`src/rtl/min_index_frame_reducer.sv`:
```
// -----------------------------------------------------------------------------
// min_index_frame_reducer
//
// Reduces a stream of per-sample (index, value) winners from an upstream
// min-index stage into a single per-frame minimum. It reports the value, its
// vector index, its position in the frame and the frame length.
//
// A frame closes on a valid sample carrying in_last, or on the sample that
// brings the count to FRAME_LEN. The result lands in a one-entry output
// register with a valid/ready handshake. The input side is never stalled.
// A frame that closes while the output register is full and not being
// accepted is dropped, and the sticky overrun flag records the drop.
//
// Ports
//   clk        : sole clock, rising edge
//   rstn       : synchronous active-low reset
//   in_valid   : input sample strobe (no backpressure)
//   in_index   : winning vector index of the sample
//   in_c       : winning value of the sample (compared as unsigned bits)
//   in_last    : final sample of the frame, qualified by in_valid
//   out_valid  : frame result held and presented
//   out_ready  : downstream accepts the result when out_valid is also high
//   out_index  : index of the frame minimum
//   out_c      : frame minimum value
//   out_pos    : 0-based in-frame position of the minimum sample
//   out_count  : number of samples in the frame
//   overrun    : sticky, set when a frame result was dropped
// -----------------------------------------------------------------------------
module min_index_frame_reducer #(
  parameter int BITS       = 16,
  parameter int INDEX_BITS = 4,
  parameter int POS_BITS   = 8,
  parameter int FRAME_LEN  = 16
) (
  input  logic                  clk,
  input  logic                  rstn,
  input  logic                  in_valid,
  input  logic [INDEX_BITS-1:0] in_index,
  input  logic [BITS-1:0]       in_c,
  input  logic                  in_last,
  output logic                  out_valid,
  input  logic                  out_ready,
  output logic [INDEX_BITS-1:0] out_index,
  output logic [BITS-1:0]       out_c,
  output logic [POS_BITS-1:0]   out_pos,
  output logic [POS_BITS:0]     out_count,
  output logic                  overrun
);

  typedef enum logic [0:0] {
    IDLE  = 1'b0,
    ACCUM = 1'b1
  } state_t;

  localparam logic [POS_BITS:0] FRAME_LEN_C = (POS_BITS + 1)'(FRAME_LEN);
  localparam logic [POS_BITS:0] ONE_C       = {{POS_BITS{1'b0}}, 1'b1};

  state_t                  state_r;
  logic [BITS-1:0]         min_c_r;
  logic [INDEX_BITS-1:0]   min_index_r;
  logic [POS_BITS-1:0]     min_pos_r;
  logic [POS_BITS:0]       count_r;

  logic [BITS-1:0]         next_c_s;
  logic [INDEX_BITS-1:0]   next_index_s;
  logic [POS_BITS-1:0]     next_pos_s;
  logic [POS_BITS:0]       next_count_s;
  logic                    terminate_s;
  logic                    accept_s;
  logic                    write_s;
  logic                    drop_s;

  // Running minimum as it would look after absorbing the current sample, plus
  // the frame-termination and output-register decisions.
  always_comb begin
    next_c_s     = min_c_r;
    next_index_s = min_index_r;
    next_pos_s   = min_pos_r;
    next_count_s = count_r;
    if (state_r == IDLE) begin
      next_c_s     = in_c;
      next_index_s = in_index;
      next_pos_s   = {POS_BITS{1'b0}};
      next_count_s = ONE_C;
    end else begin
      next_count_s = count_r + ONE_C;
      // Strictly smaller only: on a tie the earlier sample is kept.
      // count_r is below FRAME_LEN here, so it fits in POS_BITS.
      if (in_c < min_c_r) begin
        next_c_s     = in_c;
        next_index_s = in_index;
        next_pos_s   = count_r[POS_BITS-1:0];
      end else begin
        next_c_s     = min_c_r;
        next_index_s = min_index_r;
        next_pos_s   = min_pos_r;
      end
    end

    if (in_valid) begin
      terminate_s = in_last || (next_count_s == FRAME_LEN_C);
    end else begin
      terminate_s = 1'b0;
    end

    accept_s = out_valid && out_ready;
    // The register is free if it is empty or is being drained this cycle.
    write_s  = terminate_s && (!out_valid || out_ready);
    drop_s   = terminate_s && out_valid && !out_ready;
  end

  // Frame FSM, running minimum and the registered output stage.
  always_ff @(posedge clk) begin
    if (!rstn) begin
      state_r     <= IDLE;
      min_c_r     <= {BITS{1'b0}};
      min_index_r <= {INDEX_BITS{1'b0}};
      min_pos_r   <= {POS_BITS{1'b0}};
      count_r     <= {(POS_BITS + 1){1'b0}};
      out_valid   <= 1'b0;
      out_index   <= {INDEX_BITS{1'b0}};
      out_c       <= {BITS{1'b0}};
      out_pos     <= {POS_BITS{1'b0}};
      out_count   <= {(POS_BITS + 1){1'b0}};
      overrun     <= 1'b0;
    end else begin
      if (in_valid) begin
        if (terminate_s) begin
          state_r <= IDLE;
        end else begin
          state_r     <= ACCUM;
          min_c_r     <= next_c_s;
          min_index_r <= next_index_s;
          min_pos_r   <= next_pos_s;
          count_r     <= next_count_s;
        end
      end else begin
        state_r <= state_r;
      end

      if (write_s) begin
        out_valid <= 1'b1;
        out_index <= next_index_s;
        out_c     <= next_c_s;
        out_pos   <= next_pos_s;
        out_count <= next_count_s;
      end else if (accept_s) begin
        out_valid <= 1'b0;
      end else begin
        out_valid <= out_valid;
      end

      if (drop_s) begin
        overrun <= 1'b1;
      end else begin
        overrun <= overrun;
      end
    end
  end

endmodule

```
`config.mk`:
```
export PLATFORM = sky130hd
export DESIGN_NAME = min_index_frame_reducer
export DESIGN_NICKNAME = d
export VERILOG_FILES = /design/src/rtl/min_index_frame_reducer.sv
export SDC_FILE = /design/constraint.sdc
export NUM_CORES = 1
export LEC_CHECK = 0
export CAP_MARGIN = 20
export CORE_ASPECT_RATIO = 1.5
export CORE_UTILIZATION = 40
export CTS_BUF_LIST = sky130_fd_sc_hd__clkbuf_8
export CTS_CLUSTER_DIAMETER = 40
export DETAILED_ROUTE_END_ITERATION = 7
export DONT_BUFFER_PORTS = 1
export GPL_ROUTABILITY_DRIVEN = 0
export RECOVER_POWER = 25
export SYNTH_ARGS = -nofsm -noshare
export SYNTH_HDL_FRONTEND = slang
export SYNTH_SLANG_ARGS = --single-unit
```
`constraint.sdc`:
```
create_clock -name clk -period 3 [get_ports clk]
set_input_delay 0.6 -clock clk [delete_from_list [all_inputs] [get_ports clk]]
set_output_delay 0.6 -clock clk [all_outputs]
set_load 0.005 [all_outputs]
```
* Yosys cells after proc, flatten, opt, wreduce, memory -nomap -nowiden
Cells that the tools add are included.
** Storage, ports and cells
- Register bits :: 77
- Bits in latches :: 0
- RAM bits :: 0
- Memory bits (read-only) :: 0
- Input bits :: 25
- Output and inout bits :: 39
- Word-level logic and storage cells :: 36
- Memories :: 0
** Cells by class
- Add/sub/neg operators :: 1
- Multipliers :: 0
- Div/mod/pow operators :: 0
- $lt $le $gt $ge :: 1
- Eq/ne operators :: 1
- Shifts and indexed selects :: 0
- Muxes and demuxes :: 11
- Bitwise logic cells :: 1
- Reductions and logical operators :: 10
** Operators by type and width (number)
- 16-bit two-way mux :: 2
- 16-bit less-than comparator :: 1
- 8-bit two-way mux :: 2
- 9-bit by 1-bit adder with 9-bit output (second input constant) :: 1
- 9-bit by 5-bit equality test with 1-bit output (second input constant) :: 1
- 9-bit two-way mux :: 1
- 4-bit two-way mux :: 2
- 1-bit logical AND :: 4
- 1-bit two-way mux :: 4
- 1-bit logical NOT :: 2
- 1-bit logical OR :: 2
- 2-bit AND reduction :: 1
- 2-bit nonzero test :: 1
- 1-bit inverter :: 1

* Longest topological paths before layout
- Depth in word-level cells :: 7
- Gate-level depth with buffers :: 10
- Mapped depth without buffers :: 8

* Worst setup path before layout
Ideal clock, no wire load.
- Path kind :: input-to-reg
- Start point :: input in_c[7]
- End point :: register out_pos[4]
- Setup time :: 0.116 ns
- Arrival :: 2.333 ns
- Required time :: 2.884 ns
- Slack :: 0.552 ns
- Stages on the path :: 8
- Path through :: ha_1 > nand3_1 > nor4_1 > o31ai_1 > nand3_1 > clkbuf_1 > mux2_2 > a31o_1
** Between the ends
- Cells in the longest elaborated chain, start to end :: 3
** Ends and longest elaborated chain
- start: declaration :: line 39 : input logic [BITS-1:0] in_c,
- 16-bit less-than comparator :: line 89 : if (in_c < min_c_r) begin
- 8-bit two-way mux :: line 89
- 8-bit two-way mux :: line 80 : if (state_r == IDLE) begin
- end signal: assignment :: line 123 : out_pos <= {POS_BITS{1'b0}};
- end signal: assignment :: line 145 : out_pos <= next_pos_s;
- end: declaration :: line 45 : output logic [POS_BITS-1:0] out_pos,
Every way passes these cells.
A chain may end at the register's enable or synchronous reset.

* Worst setup path after layout
- Start point :: register count_r[0]
- End point :: register min_index_r[2]
** Between the ends
- Cells in the longest elaborated chain, start to end :: 7
** Ends and longest elaborated chain
- start: declaration :: line 62 : logic [POS_BITS:0] count_r;
- start signal: assignment :: line 119 : count_r <= {(POS_BITS + 1){1'b0}};
- start signal: assignment :: line 135 : count_r <= next_count_s;
- 9-bit by 1-bit adder with 9-bit output :: line 86 : next_count_s = count_r + ONE_C;
- 9-bit two-way mux :: line 80
- 9-bit by 5-bit equality test with 1-bit output :: line 101 : terminate_s = in_last || (next_count_s == FRAME_LEN_C);
- 1-bit logical OR :: line 101
- 1-bit two-way mux :: line 100 : if (in_valid) begin
- 1-bit inverter (no source line)
- 2-bit AND reduction (no source line)
- end signal: assignment :: line 117 : min_index_r <= {INDEX_BITS{1'b0}};
- end signal: assignment :: line 133 : min_index_r <= next_index_s;
- end: declaration :: line 60 : logic [INDEX_BITS-1:0] min_index_r;
Every way passes these cells.

==> results.ini <==
[cells_and_area]
drive_above_1_share_pct = 15.32
fin_util_pct = 43.98
num-fill-cells = 1001
fin_area_sq_um = 4482
antenna_cells_inserted = 0
areaGrowthSynthToFinish_pct = 5.757
nets = 520

[die]
dieHeight_um = 128.1
rows = 45
core-area_sq_um = 10190
die_area_sq_um = 11020
fp.dieW_um = 86.04
start_util_pct = 41.58
io_pins = 64

[outcome]
outcome = finished clean

[power]
p_per_area_nw_per_um2 = 475.1
ir_drop_uv = 256.5
leakage_nw = 1.581

[yosys]
synth_area_leader_cell = dfxtp_1
yosysTopAreaCellShare_pct = 36.37
synth_cells = 496
synth_seq_cells = 77
synth.distinct_cells = 52
synth-async-reset-ratio_pct = 0
synthTopCellsByArea = dfxtp_1 36%, nand2_1 10%, a311oi_2 6.7%
syn-num-nets = 537
ys_warn_count = 0
yosysSeqAreaShare_pct = 36.37
synth_area_sq_um = 4238
synthFlopType = dfxtp_1
synth_area_per_cell_sq_um = 8.544
synth_edf_count = 0

[cts]
cts_tree = yes
cts-hold-fix-buffers = 0
clock_sinks = 77
cts_setup_buffers = 0
clkSlewWorstSetupHoldPaths_ns = 0.08
cts_resized = 0
root_buffer = clkbuf_8
cts_made_buffers = 9
cts-htree-levels = 3
clk_path_buf_depth = 2
clkLatencyLatePin_ns = 0.36

[timing]
post-route-min-period_ns = 2.605
fmax_mhz = 383.8
setup_ws_ns = 0.3946
rsz0062_at_grt = false
setup-tns-final_ns = 0
slew_violations = 0
finalHoldViolCount = 0
final-setup-viol-count = 0
finClkSkew_ns = 0.009998
finalCritPeriodShare_pct = 86.85
relSlewSlack_pct = 66.85
worst_pin_slew_ns = 0.4972

[grt]
grt_pass1_vias = 3386
grt_first_pass_wirelength_um = 16710
grt_max_degree = 71
grt_overflow = 0
antenna_found_initial = 0
grt_util_all_layers_pct = 19.44

[drt]
first_iter_violations = 167
drc = 0
drt-wirelength-per-cell_um = 16.28
dr.pass1.iters = 4
totalWireLength_um = 10160
ant_nets = 0
vias = 3456
viasPerCell = 5.538

[placement]
place_area_sq_um = 4283
place_hpwl_um = 6992
pre_cts_ws_ns = 0.4093
io_buffers = 0

[worst_hold_path]
hp-class = in -> reg

[critical_path]
path_class = reg -> reg
crit_path_start_kind = flop
endpoint_kind = flop
crit_fanout = 14
critPathRequiredTime_ns = 3.28
arrival_ns = 2.89

[flow_run]
max-cap-violations = 0

worst max-delay path: stages (launching register included):
cell,delay [ns]
dfxtp_1,0.46
ha_1,0.37
nand2_2,0.14
xor2_1,0.17
a21oi_1,0.42
o31ai_4,0.13
buf_4,0.19
nor2_2,0.12
buf_4,0.30
mux2i_1,0.22
sequential cells by signal (all words and copies together), names as in the netlist:
name,count
out_c,16
count_r,9
out_count,9
min_index_r,4
out_pos,8
out_index,4
state_r,1
min_pos_r,8
overrun,1
out_valid,1
min_c_r,16
power by group:
group	switching (mW)	total [mW]	internal (mW)
clock	0.392	0.796	0.403
sequential	0.0324	1.09	1.06
combinational	0.146	0.243	0.0966
Yosys cell counts, types with 3 or more instances:
cell type and instances:
nand2b_1 5, inv_1 19, or3_1 6, o21ai_1 7, buf_2 4, o21ai_0 8, nor2b_1 3, nand2_1 115
dfxtp_1 77, nor3_1 5, a311oi_2 19, ha_1 16, xnor2_1 4, mux2i_1 24, a21oi_2 3, nand3_1 23
nand4_1 10, buf_6 11, buf_4 4, xor2_1 3, clkbuf_1 24, a31oi_1 3, a21oi_1 38, a31o_1 8
mux2_2 8, nor2_1 14
kinds of logic (layout without fill, tap and decap cells):
family,count (synthesis),after routing,synth area share [%]
and+or+nand+nor,197,197,21.58
AOI/OAI and AO/OA,105,105,20.17
DFF,77,77,36.37
buffers and inverters,62,49,7.913
muxes,32,32,7.795
adders and majority gates,16,16,4.724
xor gates and xnor gates,7,7,1.447
area by class of cell:
| class | instances | area [sq um] | share of cell area, % |
|---|---|---|---|
| clock buffers | 10 | 137.6 | 3.071 |
| inverters | 19 | 71.32 | 1.591 |
| multi-input cells | 357 | 2369 | 52.85 |
| flip-flops and latches | 77 | 1541 | 34.39 |
| clock inverters | 5 | 61.31 | 1.368 |
| repair buffers | 15 | 125.1 | 2.792 |
| well taps | 141 | 176.4 | 3.936 |
final timing paths:
check                             startpoint        endpoint  slack, ns  cells past startpoint
worst min-delay path                 in_c[5]      min_c_r[5]       0.38                      2
worst min register to register  min_pos_r[5]    min_pos_r[5]       0.46                      2
worst max-delay path              count_r[0]  min_index_r[2]       0.39                      9
worst max register to register    count_r[0]  min_index_r[2]       0.39                      9
metrics by stage:
step | instances | hold WS (ns) | total power [mW]
3_3_place_gp | 609 | 0.4433 | 1.353
4_1_cts | 624 | 0.3553 | 2.154
6_report | 624 | 0.3801 | 2.129
2_1_floorplan | 496 | 0.4350 | 1.316
3_5_place_dp | 609 | 0.4509 | 1.358
5_1_grt | 624 | 0.3528 | 2.219
cells in the final DEF (no fill, tap or decap), types with 6 or more instances in the layout:
cell type,instances
clkbuf_8,10
nand3_1,23
o21ai_0,8
or3_1,6
nand4_1,10
ha_1,16
mux2_2,8
o21ai_1,7
inv_1,19
a31o_1,8
dfxtp_1,77
mux2i_1,24
a311oi_2,19
buf_4,14
a21oi_1,38
nor2_1,14
nand2_1,115
routing by layer:
layer | up-vias | routed length, um | GRT usage (%)
met4 | 0 | 255 | 8.824
li1 | 1705 | - | -
met1 | 1662 | 4000 | 20.58
met5 | - | 0 | 0
met3 | 18 | 626 | 5.280
met2 | 71 | 5274 | 35.34
No activity file was read; power rests on OpenSTA's default activity.
